File: src/rtl/fpga_link_pkg.sv
// Shared constants for the FPGA-to-FPGA byte link: arbiter state encoding,
// default byte width and transmitter handshake timing.
package fpga_link_pkg;

    localparam logic [2:0] ST_IDLE      = 3'd0;
    localparam logic [2:0] ST_LATCH     = 3'd1;
    localparam logic [2:0] ST_KICK      = 3'd2;
    localparam logic [2:0] ST_WAIT_BUSY = 3'd3;
    localparam logic [2:0] ST_WAIT_FIN  = 3'd4;
    localparam logic [2:0] ST_WAIT_IDLE = 3'd5;
    localparam logic [2:0] ST_ABORT     = 3'd6;

    localparam int DATA_W_DEF = 8;

    // Longest kick-to-idle time tolerated from the link partner, and how long
    // the transmitter is held in reset after giving up on it.
    localparam int TX_TIMEOUT_CYC = 4095;
    localparam int TX_RESET_CYC   = 2;

endpackage

File: src/rtl/fpga_tx_arbiter_rr_picker.sv
// Combinational round-robin priority encoder: first set request bit after
// rr_ptr, scanning upwards with wrap-around.
module rr_picker #(
    parameter int N_REQ = 4,
    parameter int IDX_W = $clog2(N_REQ)
) (
    input  logic [N_REQ-1:0] req,
    input  logic [IDX_W-1:0] rr_ptr,
    output logic             valid,
    output logic [IDX_W-1:0] index
);

    // NOTE: every output of a combinational block gets a default before any
    // conditional assignment, otherwise synthesis infers a latch.
    always_comb begin
        valid = 1'b0;
        index = '0;
        // Scan from the farthest candidate to the nearest so the nearest set
        // bit after rr_ptr is the last one written and therefore wins.
        for (int k = N_REQ; k >= 1; k--) begin
            if (req[(int'(rr_ptr) + k) % N_REQ]) begin
                valid = 1'b1;
                index = IDX_W'((int'(rr_ptr) + k) % N_REQ);
            end
        end
    end

endmodule

File: src/rtl/fpga_tx_arbiter.sv
// Round-robin scheduler sharing one byte transmitter among N_REQ requesters,
// with a kick-to-idle watchdog that resets a transmitter stuck on a dead link.
module fpga_tx_arbiter
    import fpga_link_pkg::*;
#(
    parameter int N_REQ       = 4,
    parameter int DATA_W      = DATA_W_DEF,
    parameter int TIMEOUT_CYC = TX_TIMEOUT_CYC,
    parameter int TXRST_CYC   = TX_RESET_CYC
) (
    input  logic                      clk,
    input  logic                      reset,
    input  logic [N_REQ-1:0]          req,
    input  logic [N_REQ*DATA_W-1:0]   req_data,
    output logic [N_REQ-1:0]          grant,
    output logic [N_REQ-1:0]          done,
    output logic [N_REQ-1:0]          timeout_err,
    output logic [DATA_W-1:0]         tx_data,
    output logic                      tx_sent,
    output logic                      tx_reset,
    input  logic                      tx_busy,
    input  logic                      tx_finish,
    output logic                      arb_busy
);

    localparam int IDX_W = $clog2(N_REQ);
    localparam int WD_W  = $clog2(TIMEOUT_CYC + 1);
    localparam int RC_W  = $clog2(TXRST_CYC + 1);

    logic [2:0]        state_q,   state_d;
    logic [IDX_W-1:0]  rr_ptr_q,  rr_ptr_d;
    logic [IDX_W-1:0]  winner_q,  winner_d;
    logic [DATA_W-1:0] tx_data_q, tx_data_d;
    logic [WD_W-1:0]   wdog_q,    wdog_d;
    logic [RC_W-1:0]   rst_cnt_q, rst_cnt_d;

    logic              pick_valid;
    logic [IDX_W-1:0]  pick_idx;
    logic [N_REQ-1:0]  winner_oh;
    logic              wdog_hit;

    rr_picker #(
        .N_REQ (N_REQ),
        .IDX_W (IDX_W)
    ) u_picker (
        .req    (req),
        .rr_ptr (rr_ptr_q),
        .valid  (pick_valid),
        .index  (pick_idx)
    );

    assign winner_oh = {{(N_REQ-1){1'b0}}, 1'b1} << winner_q;
    assign wdog_hit  = (wdog_q == WD_W'(TIMEOUT_CYC));

    always_comb begin
        state_d     = state_q;
        rr_ptr_d    = rr_ptr_q;
        winner_d    = winner_q;
        tx_data_d   = tx_data_q;
        wdog_d      = wdog_q;
        rst_cnt_d   = rst_cnt_q;
        grant       = '0;
        done        = '0;
        timeout_err = '0;
        tx_sent     = 1'b0;
        tx_reset    = 1'b0;

        // The watchdog saturates at the limit; the wait states leave on a hit.
        if ((state_q == ST_WAIT_BUSY || state_q == ST_WAIT_FIN ||
             state_q == ST_WAIT_IDLE) && !wdog_hit) begin
            wdog_d = wdog_q + WD_W'(1);
        end

        case (state_q)
            ST_IDLE: begin
                if (!tx_busy && pick_valid) begin
                    winner_d = pick_idx;
                    state_d  = ST_LATCH;
                end
            end
            ST_LATCH: begin
                grant     = winner_oh;
                tx_data_d = req_data[int'(winner_q)*DATA_W +: DATA_W];
                rr_ptr_d  = winner_q;
                state_d   = ST_KICK;
            end
            ST_KICK: begin
                tx_sent = 1'b1;
                wdog_d  = '0;
                state_d = ST_WAIT_BUSY;
            end
            ST_WAIT_BUSY: begin
                if (wdog_hit) begin
                    timeout_err = winner_oh;
                    rst_cnt_d   = '0;
                    state_d     = ST_ABORT;
                end else if (tx_busy) begin
                    state_d = tx_finish ? ST_WAIT_IDLE : ST_WAIT_FIN;
                end
            end
            // Completion is checked ahead of the watchdog so a transfer that
            // ends on the limit cycle reports done rather than an error.
            ST_WAIT_FIN: begin
                if (!tx_busy) begin
                    done    = winner_oh;
                    state_d = ST_IDLE;
                end else if (tx_finish) begin
                    state_d = ST_WAIT_IDLE;
                end else if (wdog_hit) begin
                    timeout_err = winner_oh;
                    rst_cnt_d   = '0;
                    state_d     = ST_ABORT;
                end
            end
            ST_WAIT_IDLE: begin
                if (!tx_busy) begin
                    done    = winner_oh;
                    state_d = ST_IDLE;
                end else if (wdog_hit) begin
                    timeout_err = winner_oh;
                    rst_cnt_d   = '0;
                    state_d     = ST_ABORT;
                end
            end
            ST_ABORT: begin
                tx_reset = 1'b1;
                if (rst_cnt_q == RC_W'(TXRST_CYC - 1)) begin
                    state_d = ST_IDLE;
                end else begin
                    rst_cnt_d = rst_cnt_q + RC_W'(1);
                end
            end
            default: state_d = ST_IDLE;
        endcase
    end

    // NOTE: state registers use non-blocking assignments so every register
    // samples the pre-edge value of every other, independent of statement order.
    always_ff @(posedge clk) begin
        if (!reset) begin
            state_q   <= ST_IDLE;
            rr_ptr_q  <= IDX_W'(N_REQ - 1);
            winner_q  <= '0;
            tx_data_q <= '0;
            wdog_q    <= '0;
            rst_cnt_q <= '0;
        end else begin
            state_q   <= state_d;
            rr_ptr_q  <= rr_ptr_d;
            winner_q  <= winner_d;
            tx_data_q <= tx_data_d;
            wdog_q    <= wdog_d;
            rst_cnt_q <= rst_cnt_d;
        end
    end

    assign tx_data  = tx_data_q;
    assign arb_busy = (state_q != ST_IDLE);

endmodule

File: config.mk
export PLATFORM = sky130hd
export DESIGN_NAME = fpga_tx_arbiter
export DESIGN_NICKNAME = d
export VERILOG_FILES = /design/src/rtl/fpga_link_pkg.sv /design/src/rtl/fpga_tx_arbiter_rr_picker.sv /design/src/rtl/fpga_tx_arbiter.sv
export SDC_FILE = /design/constraint.sdc
export NUM_CORES = 1
export LEC_CHECK = 0
export CAP_MARGIN = 20
export CORE_MARGIN = 2
export CORE_UTILIZATION = 49
export CTS_CLUSTER_DIAMETER = 30
export DETAILED_ROUTE_END_ITERATION = 6
export PLACE_DENSITY = 0.84
export SLEW_MARGIN = 25
export SYNTH_ARGS = -nofsm -noshare
export SYNTH_HDL_FRONTEND = slang
export SYNTH_HIERARCHICAL = 1
export SYNTH_SLANG_ARGS = --single-unit
File: constraint.sdc
create_clock -name clk -period 3.35 [get_ports clk]
set_clock_uncertainty 0.15 [all_clocks]
set_input_delay 0.335 -clock clk [delete_from_list [all_inputs] [get_ports clk]]
set_output_delay 0.335 -clock clk [all_outputs]
set_load 0.05 [all_outputs]
# [Word level (Yosys, flattened, before mapping)]
# Index checks and enable logic that the tools add are counted.
[word_totals] regBits=29 output_inout_bits=23
[op_classes] addsub=6 magnitude_cmp=4 n_eq_ne=15 shift=2 muxes=46 n_bitwise=5 n_reduce_logical=18
[op_table] operator="$shiftx 32x6->8" count=1
[op_table] operator="$mux 4" count=7
[op_table] operator="$mux 3" count=8
[op_table] operator="$pmux 3 s7" count=1
[op_table] operator="$mux 2" count=9
[op_table] operator="$lt 3x4->1 const B" count=4
[op_table] operator="$mux 1" count=15
[op_table] operator="$add 12x1->12 const B" count=1
[op_table] operator="$eq 12x12->1 const B" count=1
[op_table] operator="$ne 2x2->1 const B" count=6
[op_table] operator="$pmux 4 s3" count=1
[op_table] operator="$reduce_or 2->1" count=6
[op_table] operator="$eq 3x3->1 const B" count=3
[op_table] operator="$bmux 1 s2" count=4
[op_table] operator="$pmux 2 s4" count=1
[op_table] operator="$add 2x1->2 const B" count=3
[op_table] operator="$eq 3x2->1 const B" count=2
[op_table] operator="$reduce_and 5->1" count=1
[op_table] operator="$add 2x2->2 const B" count=2
[op_table] operator="$and 1x1->1 const A" count=4
[op_table] operator="$reduce_bool 4->1" count=1
[op_table] operator="$shl 1x2->4 const A" count=1
[op_table] operator="$eq 3x1->1 const B" count=1
[op_table] operator="$logic_not 3->1" count=1
[op_table] operator="9 further kinds" count=12

# [Depth between registers and ports, before layout]
[logic_depth] depth_word=13 ltp_mapped=6 mapped_depth_nobuf=6

# [By module]
# The synthesis kept the hierarchy.
[by_module_without_submodules] mod="fpga_tx_arbiter" n_inst=1 cells_per_inst=211 area_each_um2=1774.2 seq_area_each_um2=580.6
[by_module_without_submodules] mod="rr_picker" n_inst=1 cells_per_inst=14 area_each_um2=91.3 seq_area_each_um2=0.0

# [Worst setup path before layout]
# Ideal clock, no wire load.
[synth_path] path_type="register -> output" start="register wdog_q[0]" end="output port timeout_err[0]" arrival_ns=2.343 required_time_ns=2.865 slack_ns=0.522 path_stages_with_launch=6 path_cell_list="dfxtp_1 > ha_1 > nand4_2 > nor3_2 > o21ai_2 > nor3_1"
[synth_via] elab_chain_cells=5
[synth_rtl] item="start: declaration" line_no="fpga_tx_arbiter.sv:34" source="logic [WD_W-1:0] wdog_q, wdog_d;"
[synth_rtl] item="start signal: assignment" line_no="fpga_tx_arbiter.sv:152" source="wdog_q <= wdog_d;"
[synth_rtl] item="$eq 12x12->1 *" line_no="fpga_tx_arbiter.sv:53" source="assign wdog_hit = (wdog_q == WD_W'(TIMEOUT_CYC));"
[synth_rtl] item="$mux 4 *" line_no="fpga_tx_arbiter.sv:93, fpga_tx_arbiter.sv:109, fpga_tx_arbiter.sv:119"
[synth_rtl] item="$mux 4" line_no="fpga_tx_arbiter.sv:107" source="end else if (tx_finish) begin"
[synth_rtl] item="$mux 4" line_no="fpga_tx_arbiter.sv:104" source="if (!tx_busy) begin"
[synth_rtl] item="$pmux 4 s3 *" line_no="fpga_tx_arbiter.sv:74" source="case (state_q)"
[synth_rtl] item="end: declaration" line_no="fpga_tx_arbiter.sv:17" source="output logic [N_REQ-1:0] timeout_err,"
# Mark *: on every way between the ends. The rest lies on a longest branch, timed or not.

# [Worst setup path after layout]
[layout_path] start="register state_q[0]" end="output port grant[0]"
[layout_via] elab_chain_cells=2
[layout_rtl] item="start: declaration" line_no="fpga_tx_arbiter.sv:30" source="logic [2:0] state_q, state_d;"
[layout_rtl] item="start signal: assignment" line_no="fpga_tx_arbiter.sv:148" source="state_q <= state_d;"
[layout_rtl] item="$eq 3x1->1" line_no="fpga_tx_arbiter.sv:74"
[layout_rtl] item="$mux 4" line_no="fpga_tx_arbiter.sv:74"
[layout_rtl] item="end: declaration" line_no="fpga_tx_arbiter.sv:15" source="output logic [N_REQ-1:0] grant,"
# No other way between the ends.

==> results_dict.tcl <==
set metrics [dict create \
    ff2ff_setup_slack_ns 1.42 \
    power_mw 1.035 \
    synth_fa_ha_area_share_pct 1.341 \
    first_pass_iters 4 \
    die-area_mm2 0.004316 \
    fillers 288 \
    maxCapViolCount 0 \
    critPathRequiredTime_ns 2.86 \
    cts_tree "yes" \
    cp_slowest_cell "clkdlybuf4s50_1" \
    dr_total_vias 1846 \
    synth_edf_count 0 \
    die_h_um 65.70 \
    synth-compound-area-share_pct 17.17 \
    status "finished clean" \
    coreArea_mm2 0.003661 \
    post-cts-setup-buffer-count 0 \
    syn_inst 225 \
    drtAntennaViolNets 0 \
    avgViaCountPerCell 5.560 \
    cts.reportedPaths.clkPinSlew_ns 0.06 \
    p_leak_nw 0.9486 \
    rsz0062_at_grt "false" \
    synth-seq-cells 29 \
    final_common_cell "clkdlybuf4s50_1" \
    path_cells "inv_1 > or3_1 > nor3_1 > clkdlybuf4s50_1" \
    end_kind "output pin" \
    min_period_ns 3.100 \
    synthMuxAreaShare_pct 12.34 \
    cp-start-kind "register" \
    routed_wirelength_um 4782 \
    layout.nets 325 \
    seq_area_frac_synth_pct 31.12 \
    ys_types 48 \
    start_util_pct 50.96 \
    diodes 0 \
    clk_latency_ns 0.29 \
    yosys.area_share.xor_xnor_pct 1.408 \
    ir_drop_mv 0.2676 \
    min_path_type "reg -> reg" \
    drc 0 \
    antenna_found_initial 0 \
    yosys_warnings 6 \
    crit_start "state_q[0]" \
    num_io_pins 63 \
    cts_buffer_depth 2 \
    final_max_slew_viol_count 0 \
    die_w_um 65.70 \
    synth_top_family_by_area "simple AND/OR/NAND/NOR gates" \
    first_global_vias 1787 \
    final_layout_size_suffix_gt1_share_pct 10.21 \
    ys.flop_type "dfxtp_1" \
    synthArstFlopShare_pct 0 \
    syn_nets 267 \
    critical_path_arrival_ns 2.61 \
    cp-endpoint "grant[0]" \
    power.density_mw_per_mm2 398.2 \
    worst_pin_slew_ns 0.6111 \
    gp_congestion 0.8467 \
    max_freq_mhz 322.6 \
    most-common-layout-cells "clkdlybuf4s50_1 (62), nand2_1 (30), dfxtp_1 (29)" \
    finalHoldViolCount 0 \
    worst_r2r_endpoint "wdog_q[4]" \
    max_slew_margin_pct 59.20 \
    crit_type "reg -> out" \
    area_delta_synth_final_pct 39.30 \
    fp-row-count 22 \
    cts_made_buffers 5 \
    reg2reg_from "state_q[1]" \
    grt_pass1_wl_um 8004 \
    grt_max_degree 17 \
    post_cts_resized 0 \
    grt_usage_pct 24.56 \
    slowest_delay_ns 0.83 \
    clock-sinks 29 \
    postCtsHoldBufs 0 \
    cts-root-buf "clkbuf_8" \
    grt-ovfl-total 0 \
    drt-initial-drc-count 90 \
    cp_max_fo 14 \
    setup_viol_count_final 0 \
    yosys.area_share.simple_pct 31.59 \
    cts-htree-levels 2 \
    dp_hpwl_um 3580 \
    r2r_cells 3 \
    syn_area_per_cell_um2 8.291 \
    tns_ns 0 \
    wire_per_inst_um 14.40 \
    numPortBuffers 62 \
    syn_area_mm2 0.001866 \
    finalCritPeriodShare_pct 92.53 \
]
## worst min path at each step
stage	from	end	slack, ns	cells past startpoint
floorplan	wdog_q[10]	wdog_q[10]	0.31	2
global placement	tx_data[3]	tx_data[3]	0.29	2
detailed placement	tx_data[5]	tx_data[5]	0.30	2
CTS	tx_data[5]	tx_data[5]	0.31	2
global route	tx_data[5]	tx_data[5]	0.33	2
finish	tx_data[5]	tx_data[5]	0.31	2
## cell families (layout without fill, tap and decap cells)
group                      after synthesis  count (layout)
buffers and inverters                   20              79
DFF                                     29              29
AOI/OAI and AO/OA                       48              48
xor gates and xnor gates                 3               3
muxes                                   13              13
adders and majority gates                2               2
and+or+nand+nor                        110             110
## cell usage after synthesis (2+ instances only)
master / count / share of area, %
ha_1: 2 / 1.3
nand3b_1: 3 / 1.2
mux2i_1: 5 / 2.7
nand2_1: 30 / 6.0
nor2_1: 23 / 4.6
dfxtp_1: 29 / 31
a2bb2oi_1: 2 / 0.94
or4_1: 2 / 0.80
a21oi_1: 20 / 5.4
or3_1: 6 / 2.0
a31oi_1: 4 / 1.3
inv_1: 6 / 1.2
nor2b_1: 2 / 0.67
nor3b_1: 3 / 1.2
and3b_1: 2 / 0.94
nor3_1: 11 / 3.0
o211ai_1: 2 / 0.80
xor2_1: 3 / 1.4
o21a_1: 2 / 0.80
o21ai_0: 6 / 1.6
o31ai_1: 2 / 0.80
nand4_2: 2 / 1.3
mux4_2: 8 / 9.7
buf_2: 6 / 1.6
clkbuf_1: 6 / 1.2
nand3_1: 8 / 2.1
nand2b_1: 9 / 3.0
## per-layer routing
metal | GRT usage (%) | routed length, um | up-vias
met5 | 0 | 0 | -
met4 | 12.50 | 82 | 0
met3 | 7.534 | 306 | 6
met2 | 40.78 | 2413 | 57
met1 | 28.30 | 1979 | 857
li1 | - | - | 926
## through the flow
stage,hold WS [ns],cell area [um2],setup WS [ns],util (%),cells
after floorplan,0.3131,1866,0.5215,-,225
after global placement,0.2920,2497,0.5447,68.22,324
after detailed placement,0.3043,2497,0.5209,68.22,324
after CTS,0.3133,2599,0.2202,70.98,332
after global routing,0.3288,2599,0.07245,70.98,332
final,0.3103,2599,0.2504,70.98,332
## report_power, final
group | switching, mW | internal (mW)
clock | 0.137 | 0.185
combinational | 0.163 | 0.146
sequential | 0.0359 | 0.368
## flip-flops by register name, summed over array words and instances (netlist names)
| register | flops |
|---|---|
| rst_cnt_q | 2 |
| state_q | 3 |
| tx_data | 8 |
| rr_ptr_q | 2 |
| wdog_q | 12 |
| winner_q | 2 |
## worst max-delay path, delay by kind of cell, from the launching register on
kind | cells | cell delay [ns]
buffers and inverters | 2 | 0.96
DFF | 1 | 0.56
and+or+nand+nor | 2 | 0.80
## area by class of cell
type,instances,area [um2],area share (%)
multi-input cells,176,1191,45.84
repair buffers,65,643.1,24.75
flip-flops and latches,29,580.6,22.34
clock buffers,7,96.34,3.707
well taps,48,60.06,2.311
inverters,6,22.52,0.8666
clock inverters,1,5.005,0.1926
No activity file was read; power rests on OpenSTA's default activity.
